### src/rtl/t05_huff_decoder.sv
// ---------------------------------------------------------------------------
// t05_huff_decoder
//
// Rebuilds characters from a Huffman bitstream by walking the stored htree
// one code bit at a time, from the root node down to a leaf. Each decoded
// 8-bit character is presented on a valid/ready port. The root node is
// fetched again for every symbol.
//
// The block sits between the SRAM htree store and the writer for the
// decompressed output.
//
// Optional feature (compile-time macro HUFF_DEC_COUNT_EN):
//   When defined, the block adds the output char_count[15:0]. It counts
//   character handshakes, saturates at 16'hFFFF and is cleared by rst or by
//   an accepted start.
//   When undefined, neither the port nor the counter exists.
//
// Ports
//   clk         in   1       system clock
//   rst         in   1       synchronous, active-high reset
//   start       in   1       begin decoding; accepted only in IDLE/DONE/ERROR
//   root_index  in   IDX_W   root node index, sampled on an accepted start
//   node_req    out  1       tree read request, held until node_ack
//   node_idx    out  IDX_W   requested tree index, stable while node_req=1
//   node_ack    in   1       node_data is valid in this cycle
//   node_data   in   NODE_W  htree element {max_index, left, right, sum}
//   bit_valid   in   1       a code bit is present
//   bit_in      in   1       code bit: 0 = left child, 1 = right child
//   bit_last    in   1       marks bit_in as the final bit of the stream
//   bit_ready   out  1       a bit is consumed when bit_valid & bit_ready
//   char_valid  out  1       a decoded character is available
//   char_out    out  8       the decoded character
//   char_ready  in   1       downstream accepts the character
//   done        out  1       stream fully decoded; held until start/rst
//   err         out  1       sticky decode error; cleared by start/rst
//   char_count  out  16      handshake count (only with HUFF_DEC_COUNT_EN)
// ---------------------------------------------------------------------------
`timescale 1ns/1ps

module t05_huff_decoder #(
    parameter int NODE_W    = 71,
    parameter int IDX_W     = 7,
    parameter int MAX_DEPTH = 127
) (
    input  logic              clk,
    input  logic              rst,
    input  logic              start,
    input  logic [IDX_W-1:0]  root_index,
    output logic              node_req,
    output logic [IDX_W-1:0]  node_idx,
    input  logic              node_ack,
    input  logic [NODE_W-1:0] node_data,
    input  logic              bit_valid,
    input  logic              bit_in,
    input  logic              bit_last,
    output logic              bit_ready,
    output logic              char_valid,
    output logic [7:0]        char_out,
    input  logic              char_ready,
    output logic              done,
    output logic              err
`ifdef HUFF_DEC_COUNT_EN
    ,
    output logic [15:0]       char_count
`endif
);

    // Field positions inside one htree element:
    // {max_index[IDX_W-1:0], left[8:0], right[8:0], sum[...]}
    localparam int L_HI = NODE_W - IDX_W - 1;
    localparam int R_HI = L_HI - 9;

    localparam logic [8:0] NULL_CHILD = 9'h180;

    typedef enum logic [2:0] {
        S_IDLE  = 3'd0,
        S_FETCH = 3'd1,
        S_BIT   = 3'd2,
        S_EMIT  = 3'd3,
        S_DONE  = 3'd4,
        S_ERROR = 3'd5
    } state_t;

    state_t           r_state;
    state_t           w_state_next;
    logic [IDX_W-1:0] r_root;
    logic [IDX_W-1:0] r_cur;
    logic [IDX_W-1:0] r_depth;
    logic             r_last;
    logic [8:0]       r_left;
    logic [8:0]       r_right;
    logic             r_single;
    logic [7:0]       r_char;

    logic [8:0]       w_child;
    logic             w_is_leaf;
    logic             w_bad;
    logic             w_start_ok;
    logic             w_unused;

    function automatic logic [15:0] sat_inc16(input logic [15:0] v);
        return (v == 16'hFFFF) ? v : v + 16'd1;
    endfunction

    // max_index and sum are not needed to walk the tree.
    assign w_unused = ^{node_data[NODE_W-1:L_HI+1], node_data[R_HI-9:0]};

    // A single-symbol tree has a null right child at the root. In that case
    // every bit, whatever its value, selects the left leaf, so each symbol
    // still costs exactly one bit.
    assign w_child   = (r_single || !bit_in) ? r_left : r_right;
    assign w_is_leaf = !w_child[8];

    // The following conditions are errors on an internal child:
    //   - a null child;
    //   - a malformed index (bit 7 set);
    //   - the stream ending partway through a code;
    //   - a code growing past MAX_DEPTH bits.
    assign w_bad = (w_child == NULL_CHILD) || w_child[7] || bit_last ||
                   (r_depth == IDX_W'(MAX_DEPTH - 1));

    assign w_start_ok = start &&
                        ((r_state == S_IDLE) || (r_state == S_DONE) ||
                         (r_state == S_ERROR));

    always_ff @(posedge clk) begin
        if (rst) begin
            r_state <= S_IDLE;
        end else begin
            r_state <= w_state_next;
        end
    end

    // Outputs decode only the registered state and registers, so there is no
    // combinational path from any input to bit_ready or char_valid.
    always_comb begin
        w_state_next = r_state;
        node_req     = 1'b0;
        bit_ready    = 1'b0;
        char_valid   = 1'b0;
        done         = 1'b0;
        err          = 1'b0;
        node_idx     = r_cur;
        char_out     = r_char;
        case (r_state)
            S_IDLE: begin
                if (start) w_state_next = S_FETCH;
            end
            S_FETCH: begin
                node_req = 1'b1;
                if (node_ack) w_state_next = S_BIT;
            end
            S_BIT: begin
                bit_ready = 1'b1;
                if (bit_valid) begin
                    if (w_is_leaf)  w_state_next = S_EMIT;
                    else if (w_bad) w_state_next = S_ERROR;
                    else            w_state_next = S_FETCH;
                end
            end
            S_EMIT: begin
                char_valid = 1'b1;
                if (char_ready) w_state_next = r_last ? S_DONE : S_FETCH;
            end
            S_DONE: begin
                done = 1'b1;
                if (start) w_state_next = S_FETCH;
            end
            S_ERROR: begin
                err = 1'b1;
                if (start) w_state_next = S_FETCH;
            end
            default: w_state_next = S_IDLE;
        endcase
    end

    always_ff @(posedge clk) begin
        if (rst) begin
            r_root   <= '0;
            r_cur    <= '0;
            r_depth  <= '0;
            r_last   <= 1'b0;
            r_left   <= '0;
            r_right  <= '0;
            r_single <= 1'b0;
            r_char   <= '0;
        end else begin
            if (w_start_ok) begin
                r_root  <= root_index;
                r_cur   <= root_index;
                r_depth <= '0;
                r_last  <= 1'b0;
            end
            if ((r_state == S_FETCH) && node_ack) begin
                r_left   <= node_data[L_HI -: 9];
                r_right  <= node_data[R_HI -: 9];
                r_single <= (r_depth == '0) &&
                            (node_data[R_HI -: 9] == NULL_CHILD);
            end
            if ((r_state == S_BIT) && bit_valid) begin
                r_depth <= r_depth + IDX_W'(1);
                r_last  <= bit_last;
                if (w_is_leaf) r_char <= w_child[7:0];
                else           r_cur  <= w_child[IDX_W-1:0];
            end
            if ((r_state == S_EMIT) && char_ready && !r_last) begin
                r_cur   <= r_root;
                r_depth <= '0;
            end
        end
    end

`ifdef HUFF_DEC_COUNT_EN
    logic [15:0] r_count;

    always_ff @(posedge clk) begin
        if (rst || w_start_ok) begin
            r_count <= '0;
        end else if ((r_state == S_EMIT) && char_ready) begin
            r_count <= sat_inc16(r_count);
        end
    end

    assign char_count = r_count;
`endif

endmodule

### config.mk
export PLATFORM = sky130hd
export DESIGN_NAME = t05_huff_decoder
export DESIGN_NICKNAME = d
export VERILOG_FILES = /design/src/rtl/t05_huff_decoder.sv
export SDC_FILE = /design/constraint.sdc
export NUM_CORES = 1
export LEC_CHECK = 0
export BUFFER_PORTS_ARGS = -buffer_cell sky130_fd_sc_hd__buf_2
export CAP_MARGIN = 20
export CORE_MARGIN = 5
export CORE_UTILIZATION = 48
export CTS_CLUSTER_DIAMETER = 100
export DETAILED_ROUTE_END_ITERATION = 7
export GPL_ROUTABILITY_DRIVEN = 1
export PLACE_DENSITY = 0.8
export SKIP_LAST_GASP = 1
export SLEW_MARGIN = 20
export SYNTH_ARGS = -nofsm -noshare
export SYNTH_HDL_FRONTEND = slang
export SYNTH_SLANG_ARGS = --single-unit
### constraint.sdc
create_clock -name clk -period 2.1 [get_ports clk]
set_input_delay 0.315 -clock clk [delete_from_list [all_inputs] [get_ports clk]]
set_output_delay 0.315 -clock clk [all_outputs]
set_load 0.05 [all_outputs]
Word-level counts from Yosys, hierarchy flattened:

Index checks and enable logic that the tools add are counted.

* bits in registers: 52
* bits in latches: 0
* bits in writable memories: 0
* ROM bits: 0
* bits of input ports: 86
* output and inout port bits: 20
* memories: 0

* $add $sub $neg: 1
* multiply operators: 0
* divide/modulo/power cells: 0
* $lt $le $gt $ge: 0
* equality and inequality tests: 12
* shifts and indexed selects: 0
* mux-type cells: 22
* bitwise logic cells: 1
* reductions and logical operators: 21

Operators with widths (number)
* $mux 7: 6
* $mux 3: 7
* $eq 9x9->1 const B: 2
* $pmux 3 s4: 1
* $mux 9: 1
* $add 7x1->7 const B: 1
* $eq 7x7->1 const B: 1
* $logic_not 7->1: 1
* $mux 1: 7
* $eq 3x2->1 const B: 2
* $eq 3x3->1 const B: 2
* $logic_and 1x1->1: 6
* $logic_or 1x1->1: 6
* $ne 2x2->1 const B: 3
* $reduce_and 4->1: 1
* $eq 3x1->1 const B: 1
* $logic_not 3->1: 1
* $reduce_or 3->1: 1
* $logic_not 1->1: 2
* $ne 2x1->1 const B: 1
* $reduce_and 2->1: 1
* $reduce_bool 2->1: 1
* $reduce_or 2->1: 1
* $not 1->1: 1

Depth between registers and ports, before layout:

* depth after elaboration: 11
* mapped depth: 7
* gate-level depth less buffers: 6

Worst setup path after synthesis:

No wires, ideal clock.

* kind: reg-to-reg
* start: register r_state[1]
* end: register r_state[2]
* library setup time: 71 ps
* arrival: 1749 ps
* slack: 279 ps
* cell stages (with the launch flop): 6
* cell sequence: dfxtp_1 buf_4 nand2b_1 nor2_1 o311ai_0 a21oi_1

* word-level cells in the longest chain between the ends: 4
* elaborated cells on any way between the ends: 13
* those cells by class: eq/ne (9); mux (1); reduce/logical (3)

RTL lines
* start: declaration: RTL line 84 `state_t r_state;`
* start signal: assignment: RTL line 130 `r_state <= w_state_next;`
* $eq 3x3->1 / $logic_not 3->1 (equally long branches): RTL line 145 `case (r_state)`
* $reduce_or 3->1 (no source line)
* $ne 2x1->1 (no source line)
* $reduce_and 4->1 (no source line)

Parallel ways exist; a longest one is shown, timed or not.
A chain may end at the register's enable or synchronous reset.

Worst setup path after layout:

* start: register r_state[0]
* end: output node_req

* word-level cells in the longest chain between the ends: 2

RTL lines
* $eq 3x1->1: RTL line 145
* $mux 1: RTL line 145
* end: declaration: RTL line 49 `output logic node_req,`

No other way between the ends.

==> reports/results.ini <==
[status]
status=completed

[clocking]
postCtsHoldBufs=0
cts_buffers=5
cts.clk_slew.worst_paths_ps=100
post-cts-setup-buffer-count=0
clockRootBuffer=clkbuf_8
htree_levels=2
cts_tree=done
clock_latency_ps=310
cts_resized=0
clk_path_buf_depth=2
cts.sinks=52

[floorplan]
dieArea_um2=6909
io_pins=106
die_h_um=83.12
fp-row-count=26
core_area_um2=5140
initial_core_util_pct=49.93
die_w_um=83.12

[drt]
wire_per_inst_um=15.01
antenna_left=0
vias_per_cell=5.646
vias=2439
drtPass1Iterations=5
remaining_drc_errors=0
routed_wl_um=6483
drtIter0Drc=234

[synth]
synth.distinct_cells=40
synth_most_common_cell=nand2_1
synth_area_leaders=dfxtp_1 (41%), nand2_1 (9.4%), a21oi_1 (7.2%)
ys_seq_area_share_pct=40.57
synth_flop_cell=dfxtp_1
synth_top_area_cell=dfxtp_1
synth_common_cells=nand2_1 (64), dfxtp_1 (52), a21oi_1 (37)
avgSynthCellArea_um2=8.173
syn_area_um2=2566
synth.top_cell.area_share_pct=40.57
ys_ff_latch=52
synth_fp_nets=403
yosys_warnings=0
synth_edf_count=0
async_flop_share_pct=0
syn_inst=314

[placement]
dp_hpwl_um=4680
placedCellCount=424
port_buffers=52
gp_congestion=0.8543

[worst_hold_path]
hp-class=in -> reg

[sta]
layout_min_cycle_time_ps=1914
finClkSkew_ps=14.15
fin_setup_tns_ps=0
rsz0062_at_grt=false
hold_viol=0
setup_violations=0
slew_headroom_pct=63.51
max_freq_ghz=0.5225
final.period_utilization_pct=91.13
finalMaxSlewViolations=0
worst_slew_pin_slew_ps=546.2

[grt]
grt_max_degree=30
grt_pass1_wl_um=10720
grt_use_total_pct=18.55
gr-total-overflow=0
grt_pass1_vias=2244
antenna_found_initial=0

[layout]
diodes=0
layout.nets=450
fin_cells=432
drive_above_1_share_pct=21.55
n_fill_cell=502
area_delta_synth_final_pct=15.16

[flow_run]
maxCapViolations=0

[critical_path]
critical_path_class=reg -> out
critPathRequiredTime_ps=1780
worstSetupStartpointType=register
cp_max_fo=13
endpoint_kind=primary output
critPathArrivalTime_ps=1600

[pwr]
p_per_area_nw_per_um2=978.0
p_leak_nw=1.103
ir_worst_vdd_mv=0.4683

path summary, 6_finish.rpt:
check / from / slack, ps / endpoint / depth (start not counted)
setup reg to reg: r_state[0] / 330 / r_depth[2] / 4
hold / removal: node_data[55] / 230 / r_left[0] / 3
hold reg to reg: r_right[7] / 460 / r_right[7] / 2
setup / recovery: r_state[0] / 190 / node_req / 3
cell families (layout without fill, tap and decap cells):
kind of cell | Yosys count | in the layout | synth area share (%)
adder cells (fa/ha/maj) | 3 | 3 | 1.463
multiplexers | 5 | 5 | 2.048
XOR/XNOR | 1 | 1 | 0.3414
AO/OA/AOI/OAI | 90 | 90 | 23.26
AND/OR/NAND/NOR | 136 | 136 | 26.67
buffers and inverters | 27 | 75 | 5.656
flip-flops | 52 | 52 | 40.57
metrics by stage:
step | utilization [%] | hold slack (ps) | power (mW) | cell area, um2 | setup slack, ps
3_5_place_dp | 55.70 | 448.8 | 2.306 | 2863 | 247.4
6_report | 57.50 | 234.4 | 2.890 | 2955 | 186.2
3_3_place_gp | 55.70 | 441.8 | 2.285 | 2863 | 318.4
2_1_floorplan | - | 432.9 | 2.066 | 2566 | 279.2
4_1_cts | 57.45 | 233.3 | 2.883 | 2953 | 70.23
5_1_grt | 57.50 | 233.9 | 3.058 | 2955 | 23.20
where the power goes:
part	total, mW	switching (mW)	leakage [nW]	internal, mW
registers	1.26	0.139	0.423	1.12
clock network	0.595	0.325	0.0455	0.270
logic	1.04	0.688	0.634	0.348
total	2.89	1.15	1.10	1.74
layout make-up:
type	count	area [um2]	share of cell area, %
multi-input combinational	235	1383	46.78
clock buffer	8	90.09	3.048
sequential	52	1041	35.22
timing repair buffer	62	335.3	11.35
inverter	5	18.77	0.6351
tap	70	87.58	2.964
routing by layer:
| metal | track usage, % | vias to the layer above | wire length (um) |
|---|---|---|---|
| met2 | 28.35 | 92 | 2965 |
| li1 | - | 1206 | - |
| met1 | 25.88 | 1130 | 3011 |
| met5 | 0 | - | 0 |
| met4 | 5.944 | 0 | 121 |
| met3 | 4.158 | 11 | 386 |
critical path: stages (launching register included):
cell and delay [ps]:
dfxtp_1 610, nand2b_2 270, nor2_1 130, buf_2 270
sequential cells by signal, summed over array words and instances (netlist names):
signal and count:
r_last 1, r_single 1, r_depth 7, r_state 3
r_left 9, r_right 9, r_root 7, char_out 8
node_idx 7
layout by cell type (no fill, tap or decap), drive strengths merged, types with 8 or more instances in the layout:
master,Yosys,final
nand2,64,64
clkbuf,10,8
buf,12,62
o21ai,18,18
a21oi,37,37
a311oi,8,8
nor2,22,22
nand3,9,9
dfxtp,52,52
nor3b,14,14
No activity file was read; power rests on OpenSTA's default activity.
